**src/rtl/load_store_unit.sv**
```systemverilog
// Registered RV32I load/store engine for a handshaked, variable-latency data bus.
// Define LSU_MISALIGNED_EN to split misaligned accesses into two word beats.
module load_store_unit #(
  parameter int ADDR_W   = 32,
  parameter int MAX_WAIT = 255
) (
  input  logic              clk,
  input  logic              reset,
  input  logic              req_valid,
  output logic              req_ready,
  input  logic              req_store,
  input  logic [2:0]        req_funct3,
  input  logic [ADDR_W-1:0] req_addr,
  input  logic [31:0]       req_wdata,
  output logic              rsp_valid,
  input  logic              rsp_ready,
  output logic [31:0]       rsp_data,
  output logic [1:0]        rsp_err,
  output logic              mem_req,
  input  logic              mem_gnt,
  output logic [ADDR_W-1:0] mem_addr,
  output logic              mem_we,
  output logic [3:0]        mem_wmask,
  output logic [31:0]       mem_wdata,
  input  logic              mem_rvalid,
  input  logic [31:0]       mem_rdata,
  input  logic              mem_err
);

  typedef enum logic [2:0] {
    IDLE, REQ0, WAIT0, REQ1, WAIT1, RESP
  } state_t;

  localparam logic [1:0] E_OK  = 2'b00;
  localparam logic [1:0] E_MIS = 2'b01;
  localparam logic [1:0] E_BUS = 2'b10;
  localparam logic [1:0] E_ILL = 2'b11;

  localparam int CW = (MAX_WAIT < 2) ? 1 : $clog2(MAX_WAIT + 1);
  localparam logic [CW-1:0] LAST =
    CW'((MAX_WAIT > 0) ? MAX_WAIT - 1 : 0);

  state_t        state_q;
  logic          st_q;
  logic [2:0]    f3_q;
  logic [1:0]    off_q;
  logic [CW-1:0] cnt_q;

`ifdef LSU_MISALIGNED_EN
  logic [31:0]   wdata_q;
  logic [31:0]   beat0_q;
`endif

  function automatic logic illegal_f3(
    input logic       st,
    input logic [2:0] f
  );
    if (st) return f[2] || (f[1:0] == 2'b11);
    return (f == 3'b011) || (f == 3'b110) ||
           (f == 3'b111);
  endfunction

  function automatic logic misal(
    input logic [1:0] sz,
    input logic [1:0] off
  );
    return ((sz == 2'b01) && (off == 2'b11)) ||
           ((sz == 2'b10) && (off != 2'b00));
  endfunction

  // hi selects the upper half of the 8-lane window for beat 1
  function automatic logic [3:0] lane_mask(
    input logic [1:0] sz,
    input logic [1:0] off,
    input logic       hi
  );
    logic [3:0] m;
    logic [7:0] w;
    unique case (1'b1)
      sz == 2'b00: m = 4'b0001;
      sz == 2'b01: m = 4'b0011;
      default:     m = 4'b1111;
    endcase
    w = {4'b0000, m} << off;
    return hi ? w[7:4] : w[3:0];
  endfunction

  function automatic logic [31:0] lane_data(
    input logic [31:0] d,
    input logic [1:0]  off,
    input logic        hi
  );
    logic [63:0] w;
    w = {32'h0, d} << {off, 3'b000};
    return hi ? w[63:32] : w[31:0];
  endfunction

  function automatic logic [31:0] load_fmt(
    input logic [63:0] w,
    input logic [2:0]  f,
    input logic [1:0]  off
  );
    logic [31:0] s;
    logic [31:0] r;
    s = 32'(w >> {off, 3'b000});
    unique case (1'b1)
      f[1:0] == 2'b00:
        r = f[2] ? {24'h0, s[7:0]}
                 : {{24{s[7]}}, s[7:0]};
      f[1:0] == 2'b01:
        r = f[2] ? {16'h0, s[15:0]}
                 : {{16{s[15]}}, s[15:0]};
      default: r = s;
    endcase
    return r;
  endfunction

  assign req_ready = (state_q == IDLE);

  always_ff @(posedge clk or negedge reset) begin
    if (!reset) begin
      state_q   <= IDLE;
      st_q      <= 1'b0;
      f3_q      <= 3'b000;
      off_q     <= 2'b00;
      cnt_q     <= '0;
      rsp_valid <= 1'b0;
      rsp_data  <= 32'h0;
      rsp_err   <= E_OK;
      mem_req   <= 1'b0;
      mem_addr  <= '0;
      mem_we    <= 1'b0;
      mem_wmask <= 4'b0000;
      mem_wdata <= 32'h0;
`ifdef LSU_MISALIGNED_EN
      wdata_q   <= 32'h0;
      beat0_q   <= 32'h0;
`endif
    end else begin
      unique case (state_q)
        IDLE: begin
          if (req_valid) begin
            st_q  <= req_store;
            f3_q  <= req_funct3;
            off_q <= req_addr[1:0];
`ifdef LSU_MISALIGNED_EN
            wdata_q <= req_wdata;
`endif
            if (illegal_f3(req_store, req_funct3)) begin
              state_q   <= RESP;
              rsp_valid <= 1'b1;
              rsp_data  <= 32'h0;
              rsp_err   <= E_ILL;
`ifndef LSU_MISALIGNED_EN
            end else if (misal(req_funct3[1:0],
                               req_addr[1:0])) begin
              state_q   <= RESP;
              rsp_valid <= 1'b1;
              rsp_data  <= 32'h0;
              rsp_err   <= E_MIS;
`endif
            end else begin
              state_q  <= REQ0;
              cnt_q    <= '0;
              mem_req  <= 1'b1;
              mem_addr <= {req_addr[ADDR_W-1:2], 2'b00};
              mem_we   <= req_store;
              mem_wmask <= req_store ?
                lane_mask(req_funct3[1:0],
                          req_addr[1:0], 1'b0) : 4'b0000;
              mem_wdata <= req_store ?
                lane_data(req_wdata,
                          req_addr[1:0], 1'b0) : 32'h0;
            end
          end
        end
        REQ0, REQ1: begin
          if (mem_gnt) begin
            mem_req <= 1'b0;
            state_q <= (state_q == REQ0) ? WAIT0 : WAIT1;
          end else if ((MAX_WAIT != 0) &&
                       (cnt_q == LAST)) begin
            mem_req   <= 1'b0;
            state_q   <= RESP;
            rsp_valid <= 1'b1;
            rsp_data  <= 32'h0;
            rsp_err   <= E_BUS;
          end else begin
            cnt_q <= cnt_q + CW'(1);
          end
        end
        WAIT0: begin
          if (mem_rvalid) begin
            if (mem_err) begin
              state_q   <= RESP;
              rsp_valid <= 1'b1;
              rsp_data  <= 32'h0;
              rsp_err   <= E_BUS;
`ifdef LSU_MISALIGNED_EN
            end else if (misal(f3_q[1:0], off_q)) begin
              beat0_q  <= mem_rdata;
              state_q  <= REQ1;
              cnt_q    <= '0;
              mem_req  <= 1'b1;
              mem_addr <= mem_addr + ADDR_W'(4);
              mem_wmask <= st_q ?
                lane_mask(f3_q[1:0], off_q, 1'b1) : 4'b0000;
              mem_wdata <= st_q ?
                lane_data(wdata_q, off_q, 1'b1) : 32'h0;
`endif
            end else begin
              state_q   <= RESP;
              rsp_valid <= 1'b1;
              rsp_err   <= E_OK;
              rsp_data  <= st_q ? 32'h0 :
                load_fmt({32'h0, mem_rdata}, f3_q, off_q);
            end
          end
        end
`ifdef LSU_MISALIGNED_EN
        WAIT1: begin
          if (mem_rvalid) begin
            state_q   <= RESP;
            rsp_valid <= 1'b1;
            if (mem_err) begin
              rsp_data <= 32'h0;
              rsp_err  <= E_BUS;
            end else begin
              rsp_err  <= E_OK;
              rsp_data <= st_q ? 32'h0 :
                load_fmt({mem_rdata, beat0_q}, f3_q, off_q);
            end
          end
        end
`endif
        RESP: begin
          if (rsp_ready) begin
            rsp_valid <= 1'b0;
            state_q   <= IDLE;
          end
        end
        default: state_q <= IDLE;
      endcase
    end
  end

endmodule

```
**config.mk**
```make
export PLATFORM = sky130hd
export DESIGN_NAME = load_store_unit
export DESIGN_NICKNAME = d
export VERILOG_FILES = /design/src/rtl/load_store_unit.sv
export SDC_FILE = /design/constraint.sdc
export NUM_CORES = 1
export LEC_CHECK = 0
export CAP_MARGIN = 20
export CORE_MARGIN = 2
export CORE_UTILIZATION = 40
export CTS_CLUSTER_DIAMETER = 40
export DETAILED_ROUTE_END_ITERATION = 8
export PLACE_DENSITY = 0.72
export SYNTH_ARGS = -nofsm -noshare
export SYNTH_HDL_FRONTEND = slang
export SYNTH_SLANG_ARGS = --single-unit
```
**constraint.sdc**
```tcl
create_clock -name clk -period 2.21 [get_ports clk]
set_clock_uncertainty 0.05 [all_clocks]
set_input_delay 0.3315 -clock clk [delete_from_list [all_inputs] [get_ports clk]]
set_output_delay 0.3315 -clock clk [all_outputs]
set_load 0.1 [all_outputs]
```
==> results of run 1 <==
-- cells in the final DEF, fill, tap and decap left out, types with 2 or more instances in the layout --
| cell type | n |
|---|---|
| a2111oi_0 | 2 |
| a2111oi_2 | 5 |
| a211oi_1 | 9 |
| a21o_1 | 10 |
| a21oi_1 | 31 |
| a22o_1 | 8 |
| buf_12 | 7 |
| buf_4 | 144 |
| bufinv_16 | 5 |
| clkbuf_16 | 17 |
| clkbuf_8 | 2 |
| clkdlybuf4s50_1 | 104 |
| clkinv_4 | 3 |
| conb_1 | 2 |
| dfrtp_1 | 120 |
| ha_1 | 2 |
| inv_1 | 8 |
| inv_6 | 3 |
| mux2_2 | 8 |
| mux2i_1 | 38 |
| nand2_1 | 211 |
| nand2_2 | 3 |
| nand2b_1 | 7 |
| nand3_1 | 22 |
| nand4_1 | 2 |
| nor2_1 | 8 |
| nor2_4 | 2 |
| nor2b_1 | 11 |
| nor3_1 | 2 |
| nor4_4 | 2 |
| o211ai_1 | 3 |
| o21ai_0 | 47 |
| o21ai_1 | 19 |
| o21ai_2 | 2 |
| o31ai_1 | 8 |
| or3_1 | 2 |
-- metrics by stage --
| stage | instance area (µm²) | TNS [ps] | instances | worst slack (ps) |
|---|---|---|---|---|
| 4_1_cts | 9010 | 0 | 1088 | 51.7 |
| 6_report | 9020 | 0 | 1088 | 175 |
| 5_1_grt | 9020 | -1.21 | 1088 | -1.21 |
| 3_3_place_gp | 8340 | -10.1 | 1055 | -10.1 |
| 2_1_floorplan | 6150 | -10430 | 663 | -266 |
| 3_5_place_dp | 8340 | -474 | 1055 | -47.5 |
-- cell families (layout without fill, tap and decap cells) --
kind of cell,count (synthesis),in the layout
AO/OA/AOI/OAI,155,155
adder cells (fa/ha/maj),2,2
buffers and inverters,56,297
flip-flops,120,120
multiplexers,47,47
other,1,2
AND/OR/NAND/NOR,281,281
-- power breakdown --
part / leakage (nW) / internal, mW / switching, mW / total, mW
clock: 0.325 / 2.07 / 1.03 / 3.10
sequential: 1.59 / 2.94 / 0.595 / 3.54
combinational: 2.45 / 2.05 / 6.72 / 8.77
total: 4.36 / 7.07 / 8.34 / 15.4
-- timing repair --
item / CTS / global route
endpoints found under the setup margin: 0 / 12
hold buffers: 1 / 0
endpoints found under the hold margin: 35 / 0
buffers inserted: 0 / 0
gates resized for setup: 0 / 5
-- worst reg2reg max path: stages (launching register included) --
cell	delay, ps
dfrtp_1	430
inv_1	90
ha_1	150
nand3_1	110
o21ai_1	220
nand4_1	110
buf_4	180
buf_12	130
a2111oi_1	360
a21o_1	130
-- worst paths after layout --
| path | start | to | slack (ps) | cells past startpoint |
|---|---|---|---|---|
| worst max register to register | cnt_q[0] | rsp_data[0] | 180 | 9 |
| max in group asynchronous | reset | mem_addr[14] | 1060 | 3 |
| worst min-delay path | req_addr[23] | mem_addr[23] | 390 | 3 |
| min in group asynchronous | reset | rsp_valid | 410 | 2 |
| worst min register to register | mem_wmask[0] | mem_wmask[0] | 430 | 1 |
| worst max-delay path | cnt_q[0] | rsp_data[0] | 180 | 9 |
-- state kept, by name, summed over array words and instances, names as in the netlist, 2 cells and up --
signal     flops
rsp_data      32
mem_wmask      4
cnt_q          8
rsp_err        2
state_q        3
f3_q           3
off_q          2
mem_wdata     32
mem_addr      30
-- area by class of cell --
type                       count  area, µm²  area share
clock inverter                13        215      0.0238
tap                          184        230      0.0255
multi-input combinational    487       2820       0.312
inverter                       8       30.0     0.00333
sequential                   120       3000       0.333
clock buffer                  19        453      0.0502
timing repair buffer         257       2280       0.252
-- routing by layer --
layer	vias to the layer above	wire, µm	share of wire
li1	2720	-	-
met1	2751	7120	0.39
met2	262	8930	0.49
met3	38	1680	0.092
met4	0	454	0.025
met5	-	0	0
==> metrics.txt, run 1 <==
status=complete, no violations; fin crit share=0.921; full die area=0.0159 mm²; Die X=approximately 130 µm; cell family with the largest share of critical-path delay=compound AO/OA/AOI/OAI gates; Synth Area in Compound Gates=0.161; Slew Limit Fails=0; synth warn=0; WP buf/inv=3; Tot Pwr=15.4 mW; io pins=around 210; Yosys reg bits=120; met3 Track Usage GR=0.0790; Skew-Pair Late Insertion Delay=420 ps; CTS tree=done; Routed Wire Length=about 18000 µm; Fmax=491 MHz; worst min-delay path category=input port to flop; I/O Buffers=210; vias in the first global route=roughly 5800; cell taking the most area after synthesis=dfrtp_1; drt drc=0; Crit path arrival time=2340 ps; Setup crit start kind=flop; Worst-path clk slew=about 60 ps; Setup crit end kind=flop; Crit Path Category=flop to flop; worst-path maximum fanout=6; post-synthesis mux area share=0.0826; final hold violations=0; Pleak=between 4 and 5 nW; placed wire-length estimate=roughly 14000 µm; Post-synth EDFFs=0; post-route ant nets=0; clk buf depth=2; H-tree depth=4; Mean Syn Cell Area=between 9 and 10 µm²; Std-Cell Rows=44; Post-Synth Simple-Gate Area=0.206; Max IR drop VDD=1.36 mV; dominant synthesized flop cell=dfrtp_1; met1 usage=0.278; PD cells=1710 mW/mm²; ANT cells=0; Finish-stage setup viols=0; GR met2 Demand/Resource=0.387; Synth Cell Area=approximately 0.0060 mm²; Netlist cell types=49; MaxCap Viol Count=0; Worst slew margin=0.643; Vias=5771; largest net degree at the start of global routing=57; synth top area cells=dfrtp_1 (50%), nand2_1 (13%), mux2i_1 (6.4%), o21ai_0 (4.0%), a21oi_1 (2.6%); wire length per cell=~17 µm; Max stage delay cell, worst path=dfrtp_1; Yosys top cell area share=0.503; share of cells above drive strength 1=0.240; commonest cells in the netlist=nand2_1 (214), dfrtp_1 (120), o21ai_0 (48); Worst EP required=approximately 2500 ps; Core Region=roughly 0.015 mm²; DR pass1 iterations=5; Nets=1000; grt ovf=0; initial antenna violation count=0; global-route usage over all layers=0.232; DRT iter0 DRCs=about 380; sequential share of the synthesized area=0.503; number of buffers created by CTS=17; Root Buffer=clkbuf_16; Worst Tran Pin Value=535 ps; Die H=between 100 and 150 µm; first-pass GRT wire length=between 20000 and 30000 µm; final core occ=0.621; Tmin final=around 2000 ps; Max stage delay on crit path=around 430 ps; fraction of registers with async set/reset=1.00; Filler Cells Inserted=approximately 1300; top-count cell post-synth=nand2_1; busiest grt layer=met2; xor and xnor fraction of the mapped netlist area=0; routability cong.=0.895; vias per cell=5.30; Cells after Synth=about 660; hold slack=395 ps; ordered list of cells on the worst path=inv_1 -> ha_1 -> nand3_1 -> o21ai_1 -> nand4_1 -> buf_4 -> buf_12 -> a2111oi_1 -> a21o_1; Clock Sinks=120; Initial Utilization=0.410; area grow syn2layout=51.3%; largest family of logic cells by synthesized area=simple AND/OR/NAND/NOR gates; synthesized-area fraction occupied by adder cells=0.00419
No activity file was read; power rests on OpenSTA's default activity.
==> inputs of run 2 (changes only) <==
- CAP_MARGIN: 20 -> 40
- GPL_ROUTABILITY_DRIVEN: unset -> 0
==> results of run 2 <==
Final layout, timing and power as in run 1 (identical DEF).
